==> src/rtl/hazard_stall_ctrl.sv <==
// ---------------------------------------------------------------------------
// hazard_stall_ctrl
//
// Pipeline hazard and stall controller. It looks at the ID/EX register's
// registered MemRead / RT outputs and at the MEM-stage memory handshake, and
// drives the write-enable, bubble, flush and hold controls back into PC,
// IF/ID, ID/EX and EX/MEM-MEM/WB.
//
//   - Load-use hazard : the load in EX targets a register read by ID, so a
//                       bubble goes into ID/EX and PC / IF/ID are frozen.
//   - Memory freeze   : data memory is not ready, so the whole pipeline
//                       holds. A timeout FSM bounds the wait and sets a
//                       sticky error flag when it fires.
//   - Branch flush    : a taken branch in ID clears IF/ID.
//
// Ports
//   clk_i, rst_i              clock (rising edge), async active-low reset
//   id_rs_addr_i/id_rt_addr_i source fields of the instruction in ID
//   id_uses_rt_i              ID instruction reads rt as a source
//   ex_memread_i/ex_rt_addr_i ID/EX MemRead and load destination
//   mem_req_i/mem_ready_i     MEM-stage request and memory completion
//   branch_taken_i            branch resolved taken in ID
//   pc_write_o .. exmem_hold_o pipeline controls (combinational)
//   state_o                   0 = RUN, 1 = MEM_WAIT
//   mem_err_o                 sticky memory-timeout flag
//   stall_cnt_o               saturating count of cycles with pc_write_o=0
//   lu_cnt_o                  saturating count of load-use bubbles
// ---------------------------------------------------------------------------
module hazard_stall_ctrl #(
    parameter int unsigned MEM_TIMEOUT = 16,
    parameter int unsigned CNT_W       = 16
) (
    input  logic             clk_i,
    input  logic             rst_i,
    input  logic [4:0]       id_rs_addr_i,
    input  logic [4:0]       id_rt_addr_i,
    input  logic             id_uses_rt_i,
    input  logic             ex_memread_i,
    input  logic [4:0]       ex_rt_addr_i,
    input  logic             mem_req_i,
    input  logic             mem_ready_i,
    input  logic             branch_taken_i,
    output logic             pc_write_o,
    output logic             ifid_write_o,
    output logic             ifid_flush_o,
    output logic             idex_write_o,
    output logic             idex_bubble_o,
    output logic             exmem_hold_o,
    output logic [1:0]       state_o,
    output logic             mem_err_o,
    output logic [CNT_W-1:0] stall_cnt_o,
    output logic [CNT_W-1:0] lu_cnt_o
);

    typedef enum logic [1:0] {
        ST_RUN      = 2'd0,
        ST_MEM_WAIT = 2'd1
    } state_t;

    // wait_cnt never exceeds MEM_TIMEOUT-1 (<= 254), so 8 bits suffice.
    localparam logic [7:0]       WAIT_LAST = 8'(MEM_TIMEOUT - 1);
    localparam logic [CNT_W-1:0] CNT_MAX   = {CNT_W{1'b1}};

    state_t           state_r;
    logic [7:0]       wait_cnt_r;
    logic             mem_err_r;
    logic [CNT_W-1:0] stall_cnt_r;
    logic [CNT_W-1:0] lu_cnt_r;

    logic             lu_s;
    logic             timeout_s;
    logic             frz_s;
    logic             lu_sel_s;

    // Counter increment that holds at all-ones instead of wrapping.
    function automatic logic [CNT_W-1:0] sat_inc(input logic [CNT_W-1:0] v);
        if (v == CNT_MAX) begin
            sat_inc = v;
        end else begin
            sat_inc = v + {{(CNT_W-1){1'b0}}, 1'b1};
        end
    endfunction

    // Hazard detection: register 0 is hardwired, so it never creates a hazard.
    always_comb begin
        lu_s = ex_memread_i & (ex_rt_addr_i != 5'd0) &
               ((ex_rt_addr_i == id_rs_addr_i) |
                (id_uses_rt_i & (ex_rt_addr_i == id_rt_addr_i)));
    end

    // Freeze decision; in MEM_WAIT the freeze drops on ready or on timeout.
    always_comb begin
        timeout_s = 1'b0;
        frz_s     = 1'b0;
        case (state_r)
            ST_RUN: begin
                frz_s = mem_req_i & ~mem_ready_i;
            end
            ST_MEM_WAIT: begin
                timeout_s = ~mem_ready_i & (wait_cnt_r == WAIT_LAST);
                frz_s     = ~mem_ready_i & (wait_cnt_r != WAIT_LAST);
            end
            default: begin
                timeout_s = 1'b0;
                frz_s     = 1'b0;
            end
        endcase
    end

    // Priority encoder for the pipeline controls: freeze > load-use > branch.
    always_comb begin
        pc_write_o    = 1'b0;
        ifid_write_o  = 1'b0;
        ifid_flush_o  = 1'b0;
        idex_write_o  = 1'b0;
        idex_bubble_o = 1'b0;
        exmem_hold_o  = 1'b0;
        lu_sel_s      = 1'b0;
        if (!rst_i) begin
            // Everything stays quiet while the block is held in reset.
            lu_sel_s = 1'b0;
        end else if (frz_s) begin
            exmem_hold_o = 1'b1;
        end else if (lu_s) begin
            // A taken branch is ignored here; it is seen again next cycle.
            idex_write_o  = 1'b1;
            idex_bubble_o = 1'b1;
            lu_sel_s      = 1'b1;
        end else if (branch_taken_i) begin
            pc_write_o   = 1'b1;
            ifid_write_o = 1'b1;
            idex_write_o = 1'b1;
            ifid_flush_o = 1'b1;
        end else begin
            pc_write_o   = 1'b1;
            ifid_write_o = 1'b1;
            idex_write_o = 1'b1;
        end
    end

    // Memory-wait FSM with bounded wait and sticky timeout flag.
    always_ff @(posedge clk_i or negedge rst_i) begin
        if (!rst_i) begin
            state_r    <= ST_RUN;
            wait_cnt_r <= 8'd0;
            mem_err_r  <= 1'b0;
        end else begin
            case (state_r)
                ST_RUN: begin
                    if (mem_req_i && !mem_ready_i) begin
                        state_r    <= ST_MEM_WAIT;
                        wait_cnt_r <= 8'd1;
                    end else begin
                        state_r    <= ST_RUN;
                        wait_cnt_r <= 8'd0;
                    end
                end
                ST_MEM_WAIT: begin
                    if (mem_ready_i) begin
                        state_r    <= ST_RUN;
                        wait_cnt_r <= 8'd0;
                    end else if (timeout_s) begin
                        state_r    <= ST_RUN;
                        wait_cnt_r <= 8'd0;
                        mem_err_r  <= 1'b1;
                    end else begin
                        wait_cnt_r <= wait_cnt_r + 8'd1;
                    end
                end
                default: begin
                    state_r    <= ST_RUN;
                    wait_cnt_r <= 8'd0;
                end
            endcase
        end
    end

    // Saturating performance counters for stall cycles and load-use bubbles.
    always_ff @(posedge clk_i or negedge rst_i) begin
        if (!rst_i) begin
            stall_cnt_r <= {CNT_W{1'b0}};
            lu_cnt_r    <= {CNT_W{1'b0}};
        end else begin
            if (!pc_write_o) begin
                stall_cnt_r <= sat_inc(stall_cnt_r);
            end
            if (lu_sel_s) begin
                lu_cnt_r <= sat_inc(lu_cnt_r);
            end
        end
    end

    assign state_o     = state_r;
    assign mem_err_o   = mem_err_r;
    assign stall_cnt_o = stall_cnt_r;
    assign lu_cnt_o    = lu_cnt_r;

endmodule
==> config.mk <==
export PLATFORM = sky130hd
export DESIGN_NAME = hazard_stall_ctrl
export DESIGN_NICKNAME = d
export VERILOG_FILES = /design/src/rtl/hazard_stall_ctrl.sv
export SDC_FILE = /design/constraint.sdc
export NUM_CORES = 1
export LEC_CHECK = 0
export CAP_MARGIN = 20
export CORE_MARGIN = 5
export CORE_UTILIZATION = 48
export DETAILED_ROUTE_END_ITERATION = 6
export HOLD_SLACK_MARGIN = 0.03
export PLACE_DENSITY = 0.8
export SLEW_MARGIN = 20
export SYNTH_ARGS = -nofsm -noshare
export SYNTH_HDL_FRONTEND = slang
export SYNTH_SLANG_ARGS = --single-unit
==> constraint.sdc <==
create_clock -name clk_i -period 3 [get_ports clk_i]
set_clock_uncertainty 0.1 [all_clocks]
set_input_delay 0.6 -clock clk_i [delete_from_list [all_inputs] [get_ports clk_i]]
set_output_delay 0.6 -clock clk_i [all_outputs]
set_load 0.02 [all_outputs]
==> flow_summary.json <==
{
  "fp_rows": 24,
  "groute.usage.overall": 0.1785,
  "timing.fmax_mhz": 335.4,
  "timing.max_slew.rel_slack": 0.6413,
  "worst_path_cell_chain": "clkdlybuf4s50_1 -> or4_1 -> o21a_1 -> a21o_4 -> clkinv_2 -> and2_4 -> buf_6",
  "layout_worst_path_cycle_share": 0.9938,
  "most_instantiated_library_cell_after_synthesis": "sky130_fd_sc_hd__dfrtp_1",
  "crit_path_top_delay_cell": "sky130_fd_sc_hd__or4_1",
  "grt_pass1_wl_um": 9004,
  "synth_area_per_cell_um2": 10.65,
  "floorplan.core_area_mm2": 0.004414,
  "synth_top_area_frac": 0.4743,
  "timing.rr.end": "lu_cnt_o[1]",
  "die_height_um": 77.95,
  "portBuffers": 61,
  "routed_wl_um": 5058,
  "critical_path_start": "ex_rt_addr_i[1]",
  "numPlacedInstances": 337,
  "clkTransAtPathRegs_ps": 80,
  "critical_path.max_stage_delay_ps": 530,
  "wl_per_cell_um": 14.62,
  "seq_area_frac_synth": 0.4743,
  "drtAntennaViolNets": 0,
  "die_w_um": 77.95,
  "slack_of_the_worst_reg_to_reg_path_ps": 400,
  "hold_path_startpoint": "mem_err_o",
  "critPathMaxFanout": 4,
  "syn_nets": 233,
  "timing.critical_path.to_type": "output pin",
  "final_core_utilization": 0.7012,
  "cp.arrival_ps": 2280,
  "setup_violations": 0,
  "crit_cells": 7,
  "antenna_found_initial": 0,
  "layoutNonFillerInstCount": 346,
  "yosysWarnings": 0,
  "unrepaired_setup_endpoints_after_global_routing": "yes",
  "met3_wirelength_um": 297,
  "p_per_area_mw_per_mm2": 485.8,
  "status": "completed",
  "drcViolationCount": 0,
  "clock_tree_from_tritoncts": "done",
  "timing_hold_violations_final": 0,
  "cts_buffers": 5,
  "detailedPlacementHpwl_um": 3911,
  "synth_cell_type_count": 45,
  "main_flop_type_after_synthesis": "sky130_fd_sc_hd__dfrtp_1",
  "synth_top_cell_by_area": "sky130_fd_sc_hd__dfrtp_1",
  "worst_slack_on_hold_paths_ps": 356.1,
  "htreeDepth": 2,
  "worst_hold_path_type": "register to register",
  "yosys_register_bits": 42,
  "drt-met1-wl_um": 2148,
  "cts_root_buffer": "sky130_fd_sc_hd__clkbuf_8",
  "netlist_area_mm2": 0.002216,
  "timing.critical_path.buf_inv": 3,
  "die_area_mm2": 0.006075,
  "topRoutingLayerUsed": "met4",
  "starting_density_of_the_core": 0.5020,
  "global_route.overflow_total": 0,
  "critical_path_startpoint_category": "input pin",
  "synthCells": 208,
  "cts-hold-fix-buffers": 0,
  "ios": 63,
  "synth_top_cells_by_area": "sky130_fd_sc_hd__dfrtp_1 47%, sky130_fd_sc_hd__xnor2_1 9.5%, sky130_fd_sc_hd__xor2_1 6.3%",
  "postSynth.asyncResetShare": 1.000,
  "areaGrowthSynthToFinish_pct": 39.70,
  "reg2regPathDepth": 7,
  "synth_enable_flop_cells": 0,
  "synth.top_cells.by_count": "42 x sky130_fd_sc_hd__dfrtp_1, 24 x sky130_fd_sc_hd__xnor2_1, 18 x sky130_fd_sc_hd__nor2_1",
  "p_leak_nw": 1.398,
  "first_pass_iters": 4,
  "crit_family": "simple AND/OR/NAND/NOR gates",
  "post_drt_via_cell_ratio": 5.332,
  "dr.first_iter.drc_count": 59,
  "final_ws_setup_ps": 18.58,
  "min_period_ps": 2981,
  "kind_of_critical_path": "input pin to output pin",
  "n_antenna_cell": 0,
  "vias": 1845,
  "rr_startpoint": "lu_cnt_o[0]",
  "nets": 318,
  "slew_violations": 0,
  "total_length_of_routed_met2_wires_um": 2591,
  "vias_in_the_first_global_route": 1923,
  "ctsLongestPathBuffers": 2,
  "crit_path_end": "ifid_flush_o",
  "critPathRequiredTime_ps": 2300,
  "pre_cts_ws_ps": -483.6,
  "max-vdd-ir-drop_uv": 523.5,
  "routabilityCongestion": 0.7954,
  "clkLatencyLatePin_ps": 280,
  "grt_start_max_net_pins": 43,
  "clock_sinks": 42,
  "share_of_layout_cells_above_drive_strength_1": 0.2041,
  "actual_slew_at_the_worst_max_slew_pin_ps": 538.0,
  "max_cap_viol_count": 0
}
layout by cell type, fill, tap and decap left out, types with 3 or more instances in the layout:
master | netlist | layout
sky130_fd_sc_hd__buf_2 | 1 | 4
sky130_fd_sc_hd__nor3_2 | 5 | 5
sky130_fd_sc_hd__nand2_1 | 14 | 14
sky130_fd_sc_hd__a31oi_1 | 4 | 4
sky130_fd_sc_hd__nand3_1 | 14 | 14
sky130_fd_sc_hd__xor2_1 | 16 | 16
sky130_fd_sc_hd__and3_1 | 8 | 8
sky130_fd_sc_hd__buf_4 | 2 | 22
sky130_fd_sc_hd__nand4_1 | 9 | 9
sky130_fd_sc_hd__nor3_1 | 3 | 3
sky130_fd_sc_hd__ha_1 | 3 | 3
sky130_fd_sc_hd__nor2_1 | 18 | 18
sky130_fd_sc_hd__dfrtp_1 | 42 | 42
sky130_fd_sc_hd__clkdlybuf4s50_1 | 0 | 53
sky130_fd_sc_hd__xnor2_1 | 24 | 24
sky130_fd_sc_hd__inv_1 | 7 | 7
sky130_fd_sc_hd__clkbuf_8 | 0 | 6
layer usage:
metal  track usage  vias to the layer above
met5             0                        -
met4       0.03041                        0
met3       0.05093                        2
met2        0.3114                       57
met1        0.2227                      900
li1              -                      886
state kept, by name (all words and copies together) (netlist names):
register     cells
mem_err_o        1
state_o          1
stall_cnt_o     16
lu_cnt_o        16
wait_cnt_r       8
metrics by stage:
step | power (mW) | TNS [ps] | cell area [um2]
floorplan | 0.9279 | 0 | 2216
detailed placement | 1.147 | -1607 | 3009
finish | 1.504 | 0 | 3095
global route | 1.585 | -43.26 | 3095
CTS | 1.518 | -22.72 | 3102
global placement | 1.140 | -1558 | 3009
how the worst min path moves through the flow:
stage,slack (ps),cells past startpoint,endpoint
final,360,1,mem_err_o
after detailed placement,340,1,mem_err_o
after global placement,340,1,mem_err_o
after CTS,360,1,mem_err_o
after global routing,400,2,lu_cnt_o[10]
after floorplan,200,0,lu_cnt_o[0]
what timing repair did:
action,4_1_cts,5_1_grt
pin swaps,0,3
gates cloned,0,0
setup endpoints to repair,6,5
setup buffers,0,1
gates resized for setup,17,8
cell families after synthesis:
logic type	synth area share
AND/OR/NAND/NOR	0.2388
flip-flops	0.4743
XOR/XNOR	0.1581
buffers and inverters	0.03387
AO/OA/AOI/OAI	0.05026
multiplexers	0.02597
adder cells (fa/ha/maj)	0.01694
other	0.001692
power breakdown:
group	leakage [nW]	total, mW	switching [mW]	internal (mW)
clock network	0.0482	0.371	0.185	0.186
registers	0.547	0.698	0.0702	0.628
logic	0.803	0.435	0.206	0.229
final cells by class:
| type | count | area, um2 |
|---|---|---|
| fill | 362 | 1319 |
| multi-input combinational | 152 | 1099 |
| sequential | 42 | 1051 |
| timing repair buffer | 83 | 749.5 |
| clock buffer | 7 | 86.33 |
| tap | 52 | 65.06 |
| inverter | 9 | 40.04 |
| clock inverter | 1 | 5.005 |
Power figures use the tool's default switching activity.
